--- src/rtl/fetch_ctrl_pkg.sv ---
// Shared fetch-stage types: FSM state encoding and the default boot vector.
package fetch_ctrl_pkg;

    localparam logic [31:0] RESET_PC_DEFAULT = 32'hbfc00000;

    typedef enum logic [1:0] {
        S_RESET = 2'd0,
        S_REQ   = 2'd1,
        S_WAIT  = 2'd2
    } fetch_state_t;

endpackage

--- src/rtl/fetch_ctrl_next_pc_sel.sv ---
// Redirect priority mux (exception over branch) plus sequential pc+4.
module next_pc_sel (
    input  logic [31:0] pc,
    input  logic        branch_valid,
    input  logic [31:0] branch_target,
    input  logic        exc_valid,
    input  logic [31:0] exc_target,
    output logic        redirect,
    output logic [31:0] redirect_pc,
    output logic [31:0] pc_inc
);

    assign redirect    = exc_valid || branch_valid;
    assign redirect_pc = exc_valid ? exc_target : branch_target;
    // Natural 32-bit wrap: 0xfffffffc + 4 -> 0
    assign pc_inc      = pc + 32'd4;

endmodule

--- src/rtl/fetch_ctrl.sv ---
// Instruction fetch controller: one outstanding imem request, a single
// output slot, and discard of responses made stale by a redirect.
module fetch_ctrl
    import fetch_ctrl_pkg::*;
#(
    parameter logic [31:0] RESET_PC = RESET_PC_DEFAULT
) (
    input  logic        clk,
    input  logic        rst,
    input  logic        stall,
    input  logic        branch_valid,
    input  logic [31:0] branch_target,
    input  logic        exc_valid,
    input  logic [31:0] exc_target,
    output logic        imem_req,
    output logic [31:0] imem_addr,
    input  logic        imem_gnt,
    input  logic        imem_rvalid,
    input  logic [31:0] imem_rdata,
    output logic        out_valid,
    output logic [31:0] out_pc,
    output logic [31:0] out_inst
);

    fetch_state_t state, state_d;
    logic [31:0]  pc, pc_d;
    logic         discard, discard_d;
    logic         out_valid_d;
    logic [31:0]  out_pc_d, out_inst_d;
    logic         redirect;
    logic [31:0]  redirect_pc, pc_inc;

    next_pc_sel u_next_pc_sel (
        .pc            (pc),
        .branch_valid  (branch_valid),
        .branch_target (branch_target),
        .exc_valid     (exc_valid),
        .exc_target    (exc_target),
        .redirect      (redirect),
        .redirect_pc   (redirect_pc),
        .pc_inc        (pc_inc)
    );

    assign imem_addr = pc;

    always_ff @(posedge clk or posedge rst) begin
        if (rst) begin
            state     <= S_RESET;
            pc        <= RESET_PC;
            discard   <= 1'b0;
            out_valid <= 1'b0;
            out_pc    <= 32'd0;
            out_inst  <= 32'd0;
        end else begin
            state     <= state_d;
            pc        <= pc_d;
            discard   <= discard_d;
            out_valid <= out_valid_d;
            out_pc    <= out_pc_d;
            out_inst  <= out_inst_d;
        end
    end

    always_comb begin
        state_d     = state;
        pc_d        = pc;
        discard_d   = discard;
        out_valid_d = out_valid;
        out_pc_d    = out_pc;
        out_inst_d  = out_inst;
        imem_req    = 1'b0;

        if (out_valid && !stall)
            out_valid_d = 1'b0;

        case (state)
            S_RESET: begin
                state_d = S_REQ;
                if (redirect) begin
                    pc_d        = redirect_pc;
                    out_valid_d = 1'b0;
                end
            end
            S_REQ: begin
                // Only issue when the slot will be free to take the response
                imem_req = !out_valid || !stall;
                if (imem_req && imem_gnt)
                    state_d = S_WAIT;
                if (redirect) begin
                    pc_d        = redirect_pc;
                    out_valid_d = 1'b0;
                    if (imem_req && imem_gnt)
                        discard_d = 1'b1;
                end
            end
            S_WAIT: begin
                if (redirect) begin
                    pc_d        = redirect_pc;
                    out_valid_d = 1'b0;
                    if (imem_rvalid) begin
                        discard_d = 1'b0;
                        state_d   = S_REQ;
                    end else begin
                        discard_d = 1'b1;
                    end
                end else if (imem_rvalid) begin
                    state_d = S_REQ;
                    if (discard) begin
                        discard_d = 1'b0;
                    end else begin
                        out_valid_d = 1'b1;
                        out_pc_d    = pc;
                        out_inst_d  = imem_rdata;
                        pc_d        = pc_inc;
                    end
                end
            end
            default: state_d = S_RESET;
        endcase
    end

endmodule

--- config.mk ---
export PLATFORM = sky130hd
export DESIGN_NAME = fetch_ctrl
export DESIGN_NICKNAME = d
export VERILOG_FILES = /design/src/rtl/fetch_ctrl_pkg.sv /design/src/rtl/fetch_ctrl_next_pc_sel.sv /design/src/rtl/fetch_ctrl.sv
export SDC_FILE = /design/constraint.sdc
export NUM_CORES = 1
export LEC_CHECK = 0
export ABC_CLOCK_PERIOD_IN_PS = 4150
export CAP_MARGIN = 25
export CORE_MARGIN = 5
export CORE_UTILIZATION = 44
export DETAILED_ROUTE_END_ITERATION = 7
export PLACE_DENSITY_LB_ADDON = 0.12
export SLEW_MARGIN = 20
export SYNTH_ARGS = -nofsm -noshare
export SYNTH_HDL_FRONTEND = slang
export SYNTH_SLANG_ARGS = --single-unit
--- constraint.sdc ---
create_clock -name clk -period 4.15 [get_ports clk]
set_input_delay 0.6225 -clock clk [delete_from_list [all_inputs] [get_ports clk]]
set_output_delay 0.6225 -clock clk [all_outputs]
set_load 0.03 [all_outputs]
# After elaboration in Yosys (flattened, before gate mapping)
# Cells that the tools add are included.
# word_totals
reg_bits	100
output_inout_bits	98
# op_classes
add_sub_neg	1
eq_ne	8
mux	22
n_bitwise	2
reduce_logical	14
# ops
op	n
32-bit two-way mux	5
32-bit case mux with 2 select lines	1
32-bit by 3-bit adder with 32-bit output (second input constant)	1
4-bit AND reduction	3
1-bit two-way mux	11
2-bit inequality test (second input constant)	3
3-bit inequality test (second input constant)	2
2-bit case mux with 3 select lines	1
2-bit two-way mux	2
1-bit case mux with 2 select lines	2
2-bit nonzero test	2
2-bit by 1-bit == test with 1-bit output (second input constant)	1
2-bit == test (second input constant)	1
1-bit logical AND	2
1-bit logical NOT	2
2-bit logical NOT	1
1-bit logical OR	2
2-bit by 1-bit inequality test with 1-bit output (second input constant)	1
1-bit inverter	2
2-bit AND reduction	1
2-bit OR reduction	1

# Logic depth before layout (Yosys ltp)
# Gate-level depths: netlist of the first run.
# logic_depth
word_depth	7
mapped_depth	9
depth_no_buf	6

# Hierarchy
# From an unflattened synthesis of the first run, not the netlist that was laid out.
# unflattened
cells_unflattened	460
hier_area_um2	5167.5
# by_module_without_submodules
module	n_inst	cells_per_inst	area_per_inst_um2	seq_area_each_um2
fetch_ctrl	1	340	4205.3	2513.7
next_pc_sel	1	120	962.2	0.0

# Worst setup path before layout of the first run
# Ideal clock, no wire load.
# synth_timing
path_kind	register to register
start	register pc[2], in the netlist imem_addr[2]
end	register pc[26], in the netlist imem_addr[26]
setup_time_ns	0.094
arrival_ns	1.904
required_time_ns	4.056
slack_ns	2.152
stages_incl_launch_ff	8
path_buffers	1
path_cell_list	dfrtp_1 ha_1 and4_1 buf_2 nand3_2 nor3_4 nand4_1 o311ai_2
# synth_between
elab_chain_cells	5
# synth_lines
item	line_no	rtl
start, declared	fetch_ctrl.sv:26	logic [31:0] pc, pc_d;
start signal, assigned	fetch_ctrl.sv:56	pc <= pc_d;
32-bit by 3-bit adder with 32-bit output	fetch_ctrl_next_pc_sel.sv:16	assign pc_inc = pc + 32'd4;
32-bit two-way mux	fetch_ctrl.sv:108	if (discard) begin
32-bit two-way mux	fetch_ctrl.sv:106	end else if (imem_rvalid) begin
32-bit two-way mux	fetch_ctrl.sv:97	if (redirect) begin
32-bit case mux with 2 select lines	fetch_ctrl.sv:76	case (state)
# Every way passes these cells. The select of a mux whose other input is x is not followed.
# A chain may end at the register's enable or synchronous reset.

# Final worst setup path of the first run
# layout_timing
start	input stall
end	output imem_req
# layout_between
elab_chain_cells	3
# layout_lines
item	line_no	rtl
start, declared	fetch_ctrl.sv:10	input logic stall,
1-bit logical NOT	fetch_ctrl.sv:86	imem_req = !out_valid || !stall;
1-bit logical OR	fetch_ctrl.sv:86	
1-bit two-way mux	fetch_ctrl.sv:76	
end, declared	fetch_ctrl.sv:15	output logic imem_req,
# Every way passes these cells.

==> results.md, run 1 <==
- Pwr Density: around 730 mW/mm2
- Ys Warns: 0
- Critical path launch point type: input pin
- CP Data Arrival Time: roughly 2.0 ns
- # DRC: 0
- Switching power: approximately 2.4 mW
- Routed wire length: 14.86 mm
- Ant diodes: 0
- # Max-Cap Violations: 0
- Core Util, Final: 0.6752
- Global-route wire length before repair: about 24 mm
- Initial antenna violation count: 1
- Cells resized by post-CTS repair: 0
- Top post-synthesis cells by area: dfrtp_1 46%, nand2_1 16%, dfstp_2 4.8%, mux2i_1 4.0%, a21oi_1 3.8%
- Synth top area share: 0.4586
- CTS tree: yes
- Share of layout cells above drive strength 1: 0.07804
- # fillers: 918
- Synthesized instance count: between 500 and 600
- Clock Skew: 0.006529 ns
- # IOs: roughly 200
- Post-route ant nets: 0
- Max incr delay on CP: 0.68 ns
- Vias in the first global route: ~4,800
- Syn Std Cell Area: around 0.0050 mm2
- Clk_lat worst skew: between 0.3 and 0.4 ns
- First drt pass iteration count: 4
- HP Class: register to register
- Seq pwr share: 0.348
- Worst VDD drop: approximately 0.00042 V
- Switch share: 0.4360
- Most instantiated cells after synthesis: 209 x nand2_1, 91 x dfrtp_1, 38 x a21oi_1
- Post-CTS Setup Repair Bufs: 0
- DR vias: approximately 4,800
- Count of final hold-check violations: 0
- Syn_nets: ~670
- RSZ-0062 raised after global routing: no
- Setup CP Type: input pin to output pin
- Final period util: 0.6307
- Final setup TNS: 0 ns
- FP Rows: 38
- Area grow syn2layout: 48.68%
- Number of synthesized flops with an enable pin: 0
- WL/cell: about 17 um
- Comb power frac: 0.496
- Die Width: 116.2 um
- Worst path required time: around 3.5 ns
- Largest area contributor in the netlist: dfrtp_1
- Outcome: finished, final reports clean
- Area of the core: between 0.01 and 0.015 mm2
- RePlAce Congestion: 0.7609
- Die Area: 0.01351 mm2
- Sequential area share after synthesis: 0.5062
- CTS max path bufs: 2
- Total CTS buffers: 9
- Leak Pwr: 3.250 nW
- Crit path top cell by count: clkdlybuf4s50_1
- Final hold slack: about 0.47 ns
- FFs w/ async S/R, synth: 1.000
- R2R setup slack: ~2.0 ns
- Highest net fanout along the worst path: 4
- Setup violations, final: 0
- Clock group share of total power: 0.156
- Num Clock Sinks: 100
- Crit path max-delay cell type: clkdlybuf4s50_1
- HPWL after DPL: around 11 mm
- Worst slew pin tran: approximately 0.55 ns
- IO buf count: 200
- Worst path bufs/invs: 2
- Family with the most delay on the worst path: buffers and inverters
- GRT Total Usage: 0.2219
- Largest net degree at the start of global routing: 50
- Slew margin rel.: 0.6303
- DR vias/cell: ~5.3
- Final instance area: around 0.0074 mm2
- Worst-path cell chain: clkdlybuf4s50_1, nand2_1, and3b_1, clkdlybuf4s50_1
- Htree depth: 3
- Reg clk slew, reported paths: roughly 0.060 ns
- Final Slew Violations: 0
- Post-synth cell types: 53
- Critical path endpoint category: output pin
- Synth Register Bits: 100
- Int Pwr: between 3 and 4 mW
- Starting Density: 0.4541
- Fmax: between 300 and 400 MHz
- Ys flop type: dfrtp_1
- Initial drt markers: 278
- Die Ht: approximately 120 um
- Mapped Avg Cell Area: just under 9 um2
- Tmin final: ~2.6 ns
- Hold_buf cts: 0
- CTS Root Cell: clkbuf_16
- GRT Residual Overflow: 0
- Count leader, synth: nand2_1
- Post-DP Area: roughly 0.0071 mm2
- Final #Nets: 855
==> path summary, 6_finish.rpt <==
kind,start,end,cells after the start
max,stall,imem_req,4
max in group asynchronous,rst,imem_addr[19],4
min reg2reg,out_pc[29],out_pc[29],2
min in group asynchronous,rst,out_inst[15],2
max reg2reg,state[1],out_inst[27],6
min,out_pc[29],out_pc[29],2
==> registers in the layout, summed over array words and instances (netlist names) <==
signal	flops
out_inst	32
out_pc	32
out_valid	1
imem_addr	32
discard	1
state	2
==> logic make-up after synthesis <==
logic type	after synthesis	share of synthesized area
compound gates	107	0.1340
simple gates	288	0.2570
flops	100	0.5062
buf+inv	41	0.03729
mux	30	0.06299
fa+ha+maj	1	0.002519
==> layout make-up <==
cell class,instances,area (um2),share of cell area
Sequential cell,100,2514,0.3405
Multi-Input combinational cell,426,2285,0.3094
Timing Repair Buffer,211,2100,0.2844
Clock buffer,13,250.2,0.03389
Tap cell,140,175.2,0.02372
Clock inverter,3,46.29,0.006270
Inverter,3,13.76,0.001864
==> metrics by stage <==
stage	instances	worst slack (ns)	power (mW)
after global placement	879	1.556	4.502
final	896	1.532	5.395
after global routing	896	1.472	5.699
after CTS	896	1.521	5.439
after floorplan	567	0.9236	3.329
after detailed placement	880	1.427	4.586
==> per-layer routing <==
metal  vias up  GRT usage  part of all wire
met2       156     0.3810              0.50
met1      2306     0.2824              0.42
met5         -          0           0.00074
met4         2    0.06574            0.0088
met3        12    0.04715             0.075
li1       2310          -                 -
==> power by group through the flow <==
stage,Combinational [mW],Sequential (mW),Clock (mW)
6_report,2.67,1.88,0.842
5_1_grt,2.85,1.95,0.896
4_1_cts,2.71,1.88,0.855
3_5_place_dp,2.70,1.89,0
3_3_place_gp,2.65,1.86,0
2_1_floorplan,0.692,2.64,0
==> placed cells by master (no fill, tap or decap), types with 3 or more instances in the layout <==
| master | n |
|---|---|
| a311oi_1 | 3 |
| o31ai_1 | 5 |
| a211oi_1 | 5 |
| o22a_1 | 3 |
| mux2i_1 | 20 |
| clkdlybuf4s50_1 | 199 |
| a31oi_1 | 3 |
| and3_1 | 5 |
| nand4_1 | 5 |
| and4_1 | 4 |
| o22ai_1 | 7 |
| nand2_1 | 209 |
| nor2b_1 | 3 |
| a21oi_1 | 38 |
| mux2_2 | 10 |
| o21ai_0 | 25 |
| dfrtp_1 | 91 |
| clkbuf_1 | 3 |
| nor2_1 | 13 |
| buf_4 | 10 |
| nand3b_1 | 3 |
| nand3_1 | 17 |
| dfstp_2 | 9 |
| clkbuf_16 | 9 |
| nor3_1 | 13 |
==> tightest hold or removal path: stages, from the launching register on <==
cell and delay [ns]:
dfrtp_1 0.34, nand2_1 0.05, nand2_1 0.05
(Power assumes the default switching activity.)
==> run 2: changes to the inputs <==
--- a/config.mk
+++ b/config.mk
@@ -5,7 +5,7 @@
 export SDC_FILE = /design/constraint.sdc
 export NUM_CORES = 1
 export LEC_CHECK = 0
-export ABC_CLOCK_PERIOD_IN_PS = 4150
+export ABC_CLOCK_PERIOD_IN_PS = 2500
 export CAP_MARGIN = 25
 export CORE_MARGIN = 5
 export CORE_UTILIZATION = 44
==> constraint.sdc (replaced) <==
create_clock -name clk -period 2.5 [get_ports clk]
set_input_delay 0.375 -clock clk [delete_from_list [all_inputs] [get_ports clk]]
set_output_delay 0.375 -clock clk [all_outputs]
set_load 0.03 [all_outputs]
==> run 2 against run 1 <==
Net effect: critical path depth up 2; critical path type is now register to register; first-iteration DRC count fell by 9.4%; combinational power rose by 69%; hold slack lost 0.0027 ns; sequential share of layout area fell by 0.44 points; die area did not move; critical endpoint is now imem_addr[26]; routed wire length grew 1.2%; cell area is 1.3% higher; sequential power grew 64%.
==> results.md, run 2 (synthesis gave the netlist of run 1 again) <==
- Routed wire length: 15.03 mm (+1.2%)
- Die Area: 0.01351 mm2 (unchanged)
- CTS tree: yes
- Final period util: 0.8454
- Pwr Density: 1215 mW/mm2 (+66%)
- Family with the most delay on the worst path: simple AND/OR/NAND/NOR gates
- CTS Root Cell: clkbuf_16
- DR vias/cell: 5.435 (+1.8%)
- Vias in the first global route: 4,795 (+0.76%)
- Num Clock Sinks: 100 (unchanged)
- Most common cell after layout, fill and taps aside: nand2_1
- Global-route wire length before repair: 23.94 mm (+0.26%)
- Die Width: 116.2 um (unchanged)
- Outcome: finished, final reports clean
- Max incr delay on CP: 0.44 ns (-0.24 ns)
- Critical path depth in cells: 6 (+2)
- Critical path endpoint category: register
- Reg clk slew, reported paths: 0.07 ns (about the same)
- FF-to-FF path depth: 6 (unchanged)
- RSZ-0062 raised after global routing: no
- Die Ht: 116.2 um (unchanged)
- Starting Density: 0.4541 (unchanged)
- Commonest non-fill, non-tap cells in the layout: 209 x nand2_1, 199 x clkdlybuf4s50_1, 91 x dfrtp_1
- Initial drt markers: 252 (-9.4%)
- HP Class: input pin to asynchronous set/reset pin
- Fmax: 473.1 MHz
- RePlAce Congestion: 0.8010 (+5.3%)
- Critical path launch point type: register
- Post-CTS Setup Repair Bufs: 0 (unchanged)
- Total CTS buffers: 9 (unchanged)
- Final Slew Violations: 0 (unchanged)
- # Max-Cap Violations: 0 (unchanged)
- CP Data Arrival Time: 2.35 ns (+0.35 ns)
- Highest net fanout along the worst path: 8 (+4)
- Reg-to-Reg End: imem_addr[26]
- Slew margin rel.: 0.5816 (-0.04871)
- Worst-path cell chain: ha_1, and4_1, nand3_2, nor3_4, nand4_1, o311ai_2
- Tmin final: about 2.1 ns
- Share of layout cells above drive strength 1: 0.08311 (+0.005071)
- # IOs: 201 (unchanged)
- First drt pass iteration count: 5 (+1)
- FP Rows: 38 (unchanged)
- # DRC: 0 (unchanged)
- Clk_lat worst skew: 0.34 ns (about the same)
- R2R setup slack: 0.39 ns (-1.58 ns)
- Ant diodes: 0 (unchanged)
- Total power: 9.085 mW (+68%)
- Area grow syn2layout: 50.62%
- Worst path required time: 2.74 ns (-0.79 ns)
- Reg-to-reg critical path startpoint: imem_addr[3]
- Setup violations, final: 0 (unchanged)
- Clock Skew: 0.007959 ns (+0.001430 ns)
- Final #Nets: 858 (+0.35%)
- Hold_buf cts: 0 (unchanged)
- Htree depth: 3 (unchanged)
- Initial antenna violation count: 0 (-1)
- Crit path max-delay cell type: dfrtp_1
- Count of final hold-check violations: 0 (unchanged)
- Worst path bufs/invs: 0 (-2)
- Post-route ant nets: 0 (unchanged)
- Final setup TNS: 0 ns (unchanged)
- DR vias: 4,881 (+2.0%)
- WL/cell: 16.74 um (+0.96%)
- GRT Residual Overflow: 0 (unchanged)
- Core Util, Final: 0.6840 (+0.008810)
- Area of the core: 0.01094 mm2 (unchanged)
- Largest net degree at the start of global routing: 50 (unchanged)
- CTS max path bufs: 2 (unchanged)
- Worst VDD drop: 0.0007127 V (+69%)
- HPWL after DPL: 10.99 mm (+0.71%)
- Leak Pwr: 3.287 nW (+1.1%)
- IO buf count: 200 (unchanged)
- GRT Total Usage: 0.2221 (about the same)
- Setup CP Type: register to register
- Cells resized by post-CTS repair: 0 (unchanged)
- Worst slew pin tran: 0.6263 ns (+0.07308 ns)
run 2: changes by cell type in the layout (fill, tap and decap cells not counted):
| cell | before | now |
|---|---|---|
| buf_12 | 0 | 6 |
| buf_16 | 1 | 0 |
| buf_4 | 10 | 8 |
| bufinv_16 | 1 | 2 |
| clkbuf_1 | 3 | 1 |
| clkbuf_8 | 1 | 0 |
| clkinvlp_4 | 1 | 2 |
| inv_4 | 1 | 0 |
| inv_6 | 0 | 1 |
run 2: final cells by class:
class	instances	area [um2]
Inverter	3	15.01
Tap cell	140	175.2
Clock buffer	10	229.0
Fill cell	908	3456
Sequential cell	100	2514
Clock inverter	5	85.08
Multi-Input combinational cell	426	2285
Timing Repair Buffer	214	2177
run 2: worst max-delay path by stage:
stage / slack, ns / end / from
floorplan: 0.50 / imem_addr[26] / imem_addr[2]
global placement: 0.43 / imem_req / stall
detailed placement: 0.32 / out_inst[3] / imem_rvalid
CTS: 0.39 / imem_addr[26] / imem_addr[3]
global route: 0.24 / imem_addr[26] / imem_addr[3]
finish: 0.39 / imem_addr[26] / imem_addr[3]
run 2: power breakdown:
part | switching, mW | total (mW) | internal (mW)
Sequential | 0.699 | 3.09 | 2.40
Clock | 0.613 | 1.49 | 0.878
Combinational | 2.62 | 4.50 | 1.88
run 2: stage by stage:
stage	worst slack, ns	instance area (um2)	instances	hold WS [ns]
after floorplan	0.5022	4970	567	0.4597
after global routing	0.2386	7480	898	0.4949
final	0.3865	7480	898	0.4685
after global placement	0.4257	7166	883	0.4565
after CTS	0.3870	7480	898	0.4699
after detailed placement	0.3172	7166	883	0.4545
run 2: metal layers:
| layer | track usage | vias up | routed length [um] |
|---|---|---|---|
| li1 | - | 2326 | - |
| met2 | 0.3711 | 189 | 7383 |
| met3 | 0.04404 | 18 | 1129 |
| met1 | 0.2902 | 2348 | 6303 |
| met4 | 0.07425 | 0 | 217 |
| met5 | 0 | - | 0 |
